$ cat src/rtl/layer_sequencer.sv
// Multi-stage layer sequencer: starts each compute stage, then streams (ch,row,col) transfer
// beats into the next stage. Optional perf_cycles counter when LAYER_SEQ_PERF_EN is defined.
module layer_sequencer #(
  parameter int unsigned                NUM_STAGES    = 3,
  parameter int unsigned                IDX_W         = 16,
  parameter logic [16*NUM_STAGES-1:0]   XFER_DIM_LIST = {16'd13, 16'd26, 16'd0},
  parameter logic [16*NUM_STAGES-1:0]   XFER_CH_LIST  = {16'd16, 16'd16, 16'd0}
) (
  input  logic                  clk,
  input  logic                  reset,
  input  logic                  start,
  output logic [NUM_STAGES-1:0] stage_start,
  input  logic [NUM_STAGES-1:0] stage_done,
  output logic                  xfer_valid,
  input  logic                  xfer_ready,
  output logic [2:0]            xfer_stage,
  output logic [IDX_W-1:0]      xfer_col,
  output logic [IDX_W-1:0]      xfer_row,
  output logic [IDX_W-1:0]      xfer_ch,
  output logic                  busy,
  output logic                  done,
`ifdef LAYER_SEQ_PERF_EN
  output logic [31:0]           perf_cycles,
`endif
  output logic                  err
);

  typedef enum logic [2:0] {StIdle, StStart, StWait, StXfer, StFin} state_e;

  localparam logic [IDX_W-1:0] IdxOne = 1;

  state_e           state_q, state_d;
  logic [2:0]       cur_q, cur_d;
  logic [IDX_W-1:0] col_q, col_d, row_q, row_d, ch_q, ch_d;
  logic             err_q, err_d;
  logic [31:0]      cur_ext;
  logic             cur_done, other_done;
  logic [15:0]      dim_f, ch_f;
  logic [IDX_W-1:0] dim_m1, ch_m1;

  assign cur_ext = 32'(cur_q);

  // Per-stage decode of the current stage: its done bit, its transfer shape and its start pulse.
  always_comb begin
    cur_done    = 1'b0;
    other_done  = 1'b0;
    dim_f       = '0;
    ch_f        = '0;
    stage_start = '0;
    for (int unsigned k = 0; k < NUM_STAGES; k++) begin
      if (k == cur_ext) begin
        cur_done       = stage_done[k];
        dim_f          = XFER_DIM_LIST[16*k +: 16];
        ch_f           = XFER_CH_LIST[16*k +: 16];
        stage_start[k] = (state_q == StStart);
      end else if (stage_done[k]) begin
        other_done = 1'b1;
      end
    end
  end

  assign dim_m1 = IDX_W'(dim_f) - IdxOne;
  assign ch_m1  = IDX_W'(ch_f) - IdxOne;

  always_comb begin
    state_d = state_q;
    cur_d   = cur_q;
    col_d   = col_q;
    row_d   = row_q;
    ch_d    = ch_q;
    err_d   = err_q | other_done;
    unique case (state_q)
      StIdle: begin
        if (start) begin
          cur_d   = '0;
          err_d   = other_done;
          state_d = StStart;
        end
      end
      StStart: state_d = StWait;
      StWait: begin
        if (cur_done) begin
          if (cur_ext == NUM_STAGES - 1) begin
            state_d = StFin;
          end else begin
            state_d = StXfer;
            cur_d   = cur_q + 3'd1;
            col_d   = '0;
            row_d   = '0;
            ch_d    = '0;
          end
        end
      end
      StXfer: begin
        if (xfer_ready) begin
          if (col_q != dim_m1) begin
            col_d = col_q + IdxOne;
          end else begin
            col_d = '0;
            if (row_q != dim_m1) begin
              row_d = row_q + IdxOne;
            end else begin
              row_d = '0;
              if (ch_q != ch_m1) begin
                ch_d = ch_q + IdxOne;
              end else begin
                ch_d    = '0;
                state_d = StStart;
              end
            end
          end
        end
      end
      StFin: begin
        state_d = StIdle;
        cur_d   = '0;
      end
      default: state_d = StIdle;
    endcase
  end

  always_ff @(posedge clk) begin
    if (reset) begin
      state_q <= StIdle;
      cur_q   <= '0;
      col_q   <= '0;
      row_q   <= '0;
      ch_q    <= '0;
      err_q   <= 1'b0;
    end else begin
      state_q <= state_d;
      cur_q   <= cur_d;
      col_q   <= col_d;
      row_q   <= row_d;
      ch_q    <= ch_d;
      err_q   <= err_d;
    end
  end

  assign xfer_valid = (state_q == StXfer);
  assign xfer_stage = cur_q;
  assign xfer_col   = col_q;
  assign xfer_row   = row_q;
  assign xfer_ch    = ch_q;
  assign busy       = (state_q != StIdle);
  assign done       = (state_q == StFin);
  assign err        = err_q;

`ifdef LAYER_SEQ_PERF_EN
  logic [31:0] perf_q, perf_d;

  // Counts every non-idle cycle of the run, saturating; held while idle until the next start.
  always_comb begin
    perf_d = perf_q;
    if (state_q == StIdle && start) begin
      perf_d = '0;
    end else if (busy && perf_q != '1) begin
      perf_d = perf_q + 32'd1;
    end
  end

  always_ff @(posedge clk) begin
    if (reset) perf_q <= '0;
    else       perf_q <= perf_d;
  end

  assign perf_cycles = perf_q;
`endif

endmodule
$ cat config.mk
export PLATFORM = sky130hd
export DESIGN_NAME = layer_sequencer
export DESIGN_NICKNAME = d
export VERILOG_FILES = /design/src/rtl/layer_sequencer.sv
export SDC_FILE = /design/constraint.sdc
export NUM_CORES = 1
export LEC_CHECK = 0
export CAP_MARGIN = 20
export CORE_MARGIN = 5
export CORE_UTILIZATION = 50
export DETAILED_ROUTE_END_ITERATION = 8
export PLACE_DENSITY = 0.78
export SYNTH_ARGS = -nofsm -noshare
export SYNTH_HDL_FRONTEND = slang
export SYNTH_SLANG_ARGS = --single-unit
$ cat constraint.sdc
create_clock -name clk -period 5 [get_ports clk]
set_clock_uncertainty 0.2 [all_clocks]
set_input_delay 1.5 -clock clk [delete_from_list [all_inputs] [get_ports clk]]
set_output_delay 1.5 -clock clk [all_outputs]
set_load 0.05 [all_outputs]
==> impl_metrics.env, run 1 <==
export IMPL_cts_resized=0
export IMPL_start_kind="primary input"
export IMPL_p_int_uw=823
export IMPL_hold_class="reg -> reg"
export IMPL_overflow=0
export IMPL_vias=3381
export IMPL_tritoncts="yes"
export IMPL_die_h_um=90.6
export IMPL_cp_cell_sequence="clkdlybuf4s50_1 -> a21oi_1 -> a221oi_1 -> o211ai_1 -> a211o_1 -> buf_4 -> a211o_1 -> a32o_1"
export IMPL_port_buffer_count=64
export IMPL_wl_per_cell_um=16.2
export IMPL_gr_usage_all_layers_pct=20.6
export IMPL_drc=0
export IMPL_clock_sink_count=55
export IMPL_via_per_inst=6.25
export IMPL_place_gp_congestion=0.911
export IMPL_synth_top_family_by_area="simple AND/OR/NAND/NOR gates"
export IMPL_hpwlAfterDp_um=6180
export IMPL_syn_nets=421
export IMPL_io_pins=65
export IMPL_pwr_share_comb_pct=37.7
export IMPL_grt_max_degree=38
export IMPL_rows=29
export IMPL_fmax_mhz=241
export IMPL_criticalPathCategory="in -> reg"
export IMPL_synthAdderAreaFrac_pct=2.70
export IMPL_cts_root_buf="clkbuf_8"
export IMPL_post_cts_buffers=0
export IMPL_nNetsFinal=477
export IMPL_die_w_um=90.6
export IMPL_ys_warn_count=0
export IMPL_ant_nets=0
export IMPL_timing_final_crit_period_ns=4.15
export IMPL_die_area_um2=8210
export IMPL_synth_edf_count=0
export IMPL_total_power_uw=1340
export IMPL_drt_wl_total_um=8750
export IMPL_swShare_pct=38.4
export IMPL_layout_setup_ws_ns=0.851
export IMPL_status="finished clean"
export IMPL_final_setup_tns_ns=0
export IMPL_coreArea_um2=6350
export IMPL_end_kind="flop"
export IMPL_relSlewSlack_pct=31.3
export IMPL_cts_inserted_buffers=5
export IMPL_cts_htree_levels=2
export IMPL_drive_gt1_share_pct=5.39
export IMPL_finalHoldViolCount=0
export IMPL_critPathArrivalTime_ns=4.16
export IMPL_place_area_um2=3930
export IMPL_async_reset_ff_share_pct=0
export IMPL_yosys_area_share_xor_xnor_pct=4.04
export IMPL_fin_area_um2=4070
export IMPL_grt_pass1_vias=3165
export IMPL_synthSimpleGateAreaFrac_pct=32.1
export IMPL_preCtsSetupSlack_ns=0.594
export IMPL_p_sw_uw=514
export IMPL_avgSynthCellArea_um2=7.98
export IMPL_start_util_pct=51.2
export IMPL_power_leakage_uw=0.00123
export IMPL_ir_drop_uv=186
export IMPL_first_pass_iters=6
export IMPL_diodes=0
export IMPL_synth_seq_area_share_pct=33.9
export IMPL_cts_hold_fix_buffers=0
export IMPL_crit_top_cell="a211o_1"
export IMPL_ys_types=58
export IMPL_grt_first_pass_wirelength_um=14700
export IMPL_maxCapViolCount=0
export IMPL_drt_initial_drc_count=139
export IMPL_worst_pin_slew_ns=1.03
export IMPL_rsz0062_at_grt="no"
export IMPL_clk_path_buf_depth=2
export IMPL_antenna_found_initial=0
export IMPL_clockPowerShare_pct=26.0
export IMPL_path_clk_slew_ns=0.09
export IMPL_syn_inst=407
export IMPL_setup_viol=0
export IMPL_cpMaxStageDelayCell="a211o_1"
export IMPL_pwr_share_seq_pct=36.2
export IMPL_critPathMaxStageDelay_ns=0.68
export IMPL_synth_area_mux_share_pct=0.616
export IMPL_ys_ff_latch=55
export IMPL_synth_ff_type="dfxtp_1"
export IMPL_syn_cell_area_um2=3250
export IMPL_crit_path_max_fanout=37
export IMPL_synth_compound_area_share_pct=21.6
export IMPL_cp_required_ns=5.01
export IMPL_power_density_nw_per_um2=329
export IMPL_slew_viol_final=0
export IMPL_syn_to_final_growth_pct=25.2
export IMPL_clock_latency_ns=0.31
export IMPL_finalCritPeriodShare_pct=83.0
[sequential cells by signal, indices dropped and copies added, names as in the netlist]
register / cells
state_q: 3
xfer_row: 16
xfer_col: 16
xfer_stage: 3
err: 1
xfer_ch: 16
[cells in the mapped netlist, types with 2 or more instances]
cell type	number	area (µm²)
nand2b_1	4	25.0
o32ai_1	3	26.3
nor3_1	18	90.1
mux2i_1	2	20.0
clkbuf_1	13	48.8
a21oi_1	26	130
a211oi_1	4	30.0
or4_1	13	97.6
o21ai_0	15	75.1
and2_1	4	25.0
o211ai_1	5	37.5
and4_1	2	17.5
nor3b_1	3	22.5
inv_1	20	75.1
or4_4	2	22.5
ha_1	7	87.6
a31oi_1	4	25.0
a32o_1	8	80.1
o31ai_1	11	82.6
a211o_1	5	43.8
or2_2	3	18.8
or3_1	11	68.8
dfxtp_1	55	1100
buf_2	5	25.0
and3_1	3	18.8
nor4_1	19	119
nand3b_1	2	15.0
nor2b_1	5	31.3
nand2_1	30	113
xnor2_1	14	123
nand4_1	16	100
o221ai_1	2	17.5
nor2_1	34	128
nand3_1	15	75.1
[per-stage QoR]
step                      utilization (%)  std cells  hold slack, ns
final                                64.0        541           0.316
after global routing                 64.0        541           0.348
after CTS                            64.0        541           0.319
after detailed placement             62.0        533           0.305
after global placement               62.0        533           0.293
after floorplan                         -        407           0.361
[worst max-delay path, delay by kind of cell]
| family | cells | cell delay, ns |
|---|---|---|
| compound gates | 6 | 1.81 |
| buf+inv | 2 | 0.83 |
[power groups by stage]
stage,clock network [µW],registers [µW],logic (µW)
2_1_floorplan,0,520,342
3_3_place_gp,0,494,493
3_5_place_dp,0,493,498
4_1_cts,354,483,501
5_1_grt,374,488,548
6_report,348,484,505
[per-layer routing]
layer  track usage (%)  share of wire (%)  vias up
met5                 0                  0        -
met4              6.33               0.75        0
met3              4.17                5.8        7
met2              32.3                 46      109
met1              28.3                 47     1613
li1                  -                  -     1652
[placed cells by master (no fill, tap or decap), types with 3 or more instances in the layout]
cell and n:
a211o_1 5, a211oi_1 4, a21oi_1 26, a31oi_1 4
a32o_1 8, and2_1 4, and3_1 3, buf_4 5
clkbuf_8 5, clkdlybuf4s50_1 64, dfxtp_1 55, ha_1 7
inv_1 20, nand2_1 30, nand2b_1 4, nand3_1 15
nand4_1 16, nor2_1 34, nor2b_1 5, nor3_1 18
nor3b_1 3, nor4_1 19, o211ai_1 5, o21ai_0 15
o31ai_1 11, o32ai_1 3, or2_2 3, or3_1 11
or4_1 13, xnor2_1 14
[final cells by class]
| type | count | area (µm²) |
|---|---|---|
| well taps | 77 | 96.3 |
| clock inverters | 2 | 60.1 |
| clock buffers | 6 | 72.6 |
| multi-input cells | 312 | 1980 |
| repair buffers | 69 | 678 |
| inverters | 20 | 75.1 |
| flip-flops and latches | 55 | 1100 |
| fillers | 553 | 2280 |
[final timing paths]
check / from / endpoint / slack [ns] / cells past startpoint
max: stage_done[1] / xfer_ch[3] / 0.85 / 8
min: err / err / 0.32 / 2
max reg2reg: xfer_stage[0] / xfer_ch[3] / 1.49 / 9
min reg2reg: err / err / 0.32 / 2
[cell families (layout without fill, tap and decap cells)]
family          Yosys count  in the layout
simple gates            190            190
compound gates           98             98
flops                    55             55
buf+inv                  40             97
xor+xnor                 15             15
fa+ha+maj                 7              7
mux                       2              2
Note: power is estimated with default switching activity, not from simulation.
==> run 2: changes to the inputs <==
CORE_UTILIZATION = 47   (was 50)
PLACE_DENSITY = 0.77   (was 0.78)
clock period = 3.55 ns   (was 5 ns; I/O delays follow)
==> run 2 against run 1 <==
  * Utilization is 2.8 points lower
  * Critical path depth is the same
  * Sequential power is 41% higher
  * Combinational power up 55%
  * Via count grew 0.53%
  * Final area is 1.7% higher
  * Total power rose by 37%
  * Critical endpoint is now xfer_row[11]
==> impl_metrics.env, run 2 (synthesis results as in run 1) <==
export IMPL_status="finished clean"
export IMPL_worst_pin_slew_ns=0.593
export IMPL_cp_required_ns=3.60
export IMPL_fmax_mhz=302
export IMPL_drt_initial_drc_count=128
export IMPL_hold_class="reg -> reg"
export IMPL_total_power_uw=1840
export IMPL_critPathArrivalTime_ns=3.36
export IMPL_timing_rr_end="xfer_ch[14]"
export IMPL_start_util_pct=48.1
export IMPL_min_from="err"
export IMPL_start_kind="primary input"
export IMPL_hpwlAfterDp_um=6580
export IMPL_grt_pass1_vias=3076
export IMPL_clk_path_buf_depth=2
export IMPL_setup_viol=0
export IMPL_grt_max_degree=40
export IMPL_min_to="err"
export IMPL_drt_wl_total_um=9090
export IMPL_antenna_found_initial=0
export IMPL_relSlewSlack_pct=60.1
export IMPL_r2r_cells=9
export IMPL_power_density_nw_per_um2=444
export IMPL_nNetsFinal=489
export IMPL_rsz0062_at_grt="no"
export IMPL_ir_drop_uv=209
export IMPL_coreArea_um2=6760
export IMPL_wl_per_cell_um=16.3
export IMPL_die_area_um2=8670
export IMPL_r2r_start="xfer_stage[0]"
export IMPL_drive_gt1_share_pct=8.40
export IMPL_overflow=0
export IMPL_die_w_um=93.1
export IMPL_clock_sink_count=55
export IMPL_cts_root_buf="clkbuf_8"
export IMPL_via_per_inst=6.11
export IMPL_criticalPathCategory="in -> reg"
export IMPL_grt_first_pass_wirelength_um=14900
export IMPL_r2r_slack_ns=0.32
export IMPL_first_pass_iters=5
export IMPL_die_h_um=93.1
export IMPL_final_setup_tns_ns=0
export IMPL_vias=3399
export IMPL_rows=30
export IMPL_port_buffer_count=64
export IMPL_final_common_cell="clkdlybuf4s50_1"
export IMPL_finalNonFillerCells=556
export IMPL_whs_path_depth=2
export IMPL_place_gp_congestion=0.902
export IMPL_tritoncts="yes"
export IMPL_clock_latency_ns=0.32
export IMPL_crit_path_max_fanout=39
export IMPL_drc=0
export IMPL_finalCritPeriodShare_pct=93.2
export IMPL_finalHoldViolCount=0
export IMPL_timing_final_crit_period_ns=3.31
export IMPL_hold_ws_ns=0.311
export IMPL_maxCapViolCount=0
export IMPL_end_kind="flop"
export IMPL_io_pins=65
export IMPL_slew_viol_final=0
export IMPL_gr_usage_all_layers_pct=20.9
export IMPL_final_cell_mix="clkdlybuf4s50_1 (60), dfxtp_1 (55), nor2_1 (34)"
export IMPL_ant_nets=0
export IMPL_cts_htree_levels=2
export IMPL_diodes=0
export IMPL_cts_inserted_buffers=5
export IMPL_path_clk_slew_ns=0.10
export IMPL_place_inst=548
export IMPL_power_leakage_uw=0.00132
export IMPL_syn_to_final_growth_pct=27.3
run 2: cell types whose count changed in the layout (fill, tap and decap cells not counted):
cell	previous run	this run
bufinv_16	2	0
buf_12	0	1
clkbuf_1	1	0
clkdlybuf4s50_1	64	60
buf_4	5	18
clkinv_4	0	1
inv_6	0	2
dlymetal6s2s_1	0	2
run 2: repair_timing:
| action | 4_1_cts | 5_1_grt |
|---|---|---|
| buffers inserted | 0 | 0 |
| gates resized for setup | 0 | 2 |
| hold buffers | 0 | 0 |
| endpoints found under the setup margin | 0 | 2 |
run 2: per-stage QoR:
step | worst slack (ns) | area (µm²) | utilization [%]
2_1_floorplan | 0.0660 | 3250 | -
3_3_place_gp | 0.00137 | 4040 | 59.7
3_5_place_dp | -0.0697 | 4040 | 59.7
4_1_cts | 0.0882 | 4130 | 61.1
5_1_grt | 0.141 | 4140 | 61.2
6_report | 0.242 | 4140 | 61.2
run 2: worst max path at each step:
| stage | startpoint | end | depth (start not counted) |
|---|---|---|---|
| floorplan | xfer_stage[0] | state_q[1] | 9 |
| global placement | stage_done[0] | xfer_row[13] | 8 |
| detailed placement | stage_done[0] | xfer_row[11] | 8 |
| CTS | state_q[0] | stage_start[1] | 4 |
| global route | stage_done[0] | xfer_row[11] | 8 |
| finish | stage_done[0] | xfer_row[11] | 8 |
run 2: worst max-delay path, stage by stage:
cell	delay (ns)
clkdlybuf4s50_1	0.50
nand3b_1	0.08
a221oi_1	0.36
o211ai_1	0.16
a211o_1	0.33
buf_12	0.18
or4_1	0.51
a21oi_1	0.17
run 2: routing by layer:
layer / vias to the layer above / part of all wire (%) / GRT usage [%]
li1: 1682 / - / -
met1: 1613 / 46 / 27.9
met2: 94 / 48 / 34.8
met3: 10 / 4.4 / 3.06
met4: 0 / 1.4 / 6.96
met5: - / 0 / 0
run 2: layout make-up:
cell class / count / area (µm²)
well taps: 80 / 100
fillers: 617 / 2620
clock buffers: 5 / 68.8
multi-input cells: 312 / 1980
flip-flops and latches: 55 / 1100
clock inverters: 3 / 26.3
inverters: 20 / 75.1
repair buffers: 81 / 781
run 2: where the power goes:
part | leakage, µW | switching, µW | internal (µW) | total (µW)
Sequential | 0.000444 | 38.8 | 643 | 681
Combinational | 0.000823 | 499 | 284 | 783
Clock | 0.0000491 | 225 | 146 | 371
==> run 3: changes to the inputs <==
CORE_MARGIN = default   (was 5)
==> run 3 against run 2 <==
  * Sequential power barely moved
  * Critical endpoint is now xfer_row[13]
  * Combinational power is essentially flat
  * Highest routed layer unchanged
  * Critical path type unchanged
  * Register-to-register slack worse by 0.02 ns
  * Largest power group unchanged
  * Critical path depth is the same
==> impl_metrics.env, run 3 (synthesis results as in run 1) <==
export IMPL_clk_path_buf_depth=2
export IMPL_antenna_found_initial=0
export IMPL_crit_path_max_fanout=41
export IMPL_ir_drop_uv=277
export IMPL_ant_nets=0
export IMPL_hpwlAfterDp_um=6340
export IMPL_post_cts_buffers=0
export IMPL_final_cell_mix="clkdlybuf4s50_1 (60), dfxtp_1 (55), nor2_1 (34)"
export IMPL_timing_final_crit_period_ns=3.28
export IMPL_setup_viol=0
export IMPL_port_buffer_count=64
export IMPL_final_core_util_pct=63.6
export IMPL_clock_latency_ns=0.32
export IMPL_die_h_um=85.1
export IMPL_gr_usage_all_layers_pct=25.2
export IMPL_slew_viol_final=0
export IMPL_relSlewSlack_pct=63.6
export IMPL_grt_max_degree=42
export IMPL_finalNonFillerCells=552
export IMPL_finalHoldViolCount=0
export IMPL_first_pass_iters=4
export IMPL_maxCapViolCount=0
export IMPL_start_kind="primary input"
export IMPL_start_util_pct=50.0
export IMPL_status="finished clean"
export IMPL_final_common_cell="clkdlybuf4s50_1"
export IMPL_cts_root_buf="clkbuf_8"
export IMPL_tritoncts="yes"
export IMPL_via_per_inst=6.29
export IMPL_cts_inserted_buffers=5
export IMPL_grt_first_pass_wirelength_um=15000
export IMPL_rsz0062_at_grt="no"
export IMPL_wl_per_cell_um=16.4
export IMPL_place_inst=544
export IMPL_fillCellCount=571
export IMPL_vias=3474
export IMPL_total_power_uw=1830
export IMPL_hold_class="reg -> reg"
export IMPL_finalCritPeriodShare_pct=92.4
export IMPL_power_density_nw_per_um2=444
export IMPL_r2r_slack_ns=0.30
export IMPL_rows=29
export IMPL_final_setup_tns_ns=0
export IMPL_drive_gt1_share_pct=8.00
export IMPL_drt_wl_total_um=9060
export IMPL_die_area_um2=7250
export IMPL_syn_to_final_growth_pct=27.2
export IMPL_overflow=0
export IMPL_clock_sink_count=55
export IMPL_place_gp_congestion=0.901
export IMPL_die_w_um=85.1
export IMPL_diodes=0
export IMPL_layout_setup_ws_ns=0.269
export IMPL_nNetsFinal=488
export IMPL_path_clk_slew_ns=0.11
export IMPL_grt_pass1_vias=3093
export IMPL_critPathArrivalTime_ns=3.34
export IMPL_coreArea_um2=6490
export IMPL_drt_initial_drc_count=239
export IMPL_io_pins=65
export IMPL_preCtsSetupSlack_ns=-0.0373
export IMPL_cp_required_ns=3.61
export IMPL_end_kind="flop"
export IMPL_fmax_mhz=305
export IMPL_worst_pin_slew_ns=0.545
export IMPL_drc=0
export IMPL_power_leakage_uw=0.00131
export IMPL_cts_htree_levels=2
export IMPL_criticalPathCategory="in -> reg"
-- run 3: metal layers --
metal  wire length (µm)  vias to the layer above  GRT usage, %
met3                509                        9          3.31
met2               4370                      129          41.5
met1               4080                     1655          34.8
li1                   -                     1681             -
met4                109                        0          6.78
met5                  0                        -             0
-- run 3: worst paths after layout --
kind | start | end | cells after the start
setup / recovery | stage_done[0] | xfer_row[13] | 8
hold / removal | err | err | 2
setup reg to reg | xfer_stage[0] | xfer_ch[14] | 9
hold reg to reg | err | err | 2
-- run 3: through the flow --
| stage | area, µm² | hold slack, ns |
|---|---|---|
| CTS | 4130 | 0.310 |
| detailed placement | 4040 | 0.289 |
| global placement | 4040 | 0.287 |
| global route | 4130 | 0.343 |
| floorplan | 3250 | 0.361 |
| finish | 4130 | 0.308 |
-- run 3: report_power, final --
group | leakage (µW) | switching (µW) | internal (µW)
logic | 0.000823 | 503 | 280
clock network | 0.0000418 | 227 | 143
registers | 0.000444 | 37.8 | 643
total | 0.00131 | 769 | 1070
-- run 3: timing repair --
action / 4_1_cts / 5_1_grt
hold buffers: 0 / 0
endpoints found under the setup margin: 0 / 2
resized for setup: 0 / 2
-- run 3: critical path, stage by stage --
cell,delay [ns]
clkdlybuf4s50_1,0.50
nand3b_1,0.09
a221oi_1,0.34
o211ai_1,0.16
a211o_1,0.33
buf_12,0.18
or4_1,0.52
a21oi_1,0.16
-- run 3: final cells by class --
cell class                 count  area [µm²]  share of cell area (%)
clock inverter                 2        16.3                   0.394
timing repair buffer          80         786                    19.0
tap                           77        96.3                    2.33
clock buffer                   6        72.6                    1.76
multi-input combinational    312        1980                    48.0
sequential                    55        1100                    26.7
inverter                      20        75.1                    1.82
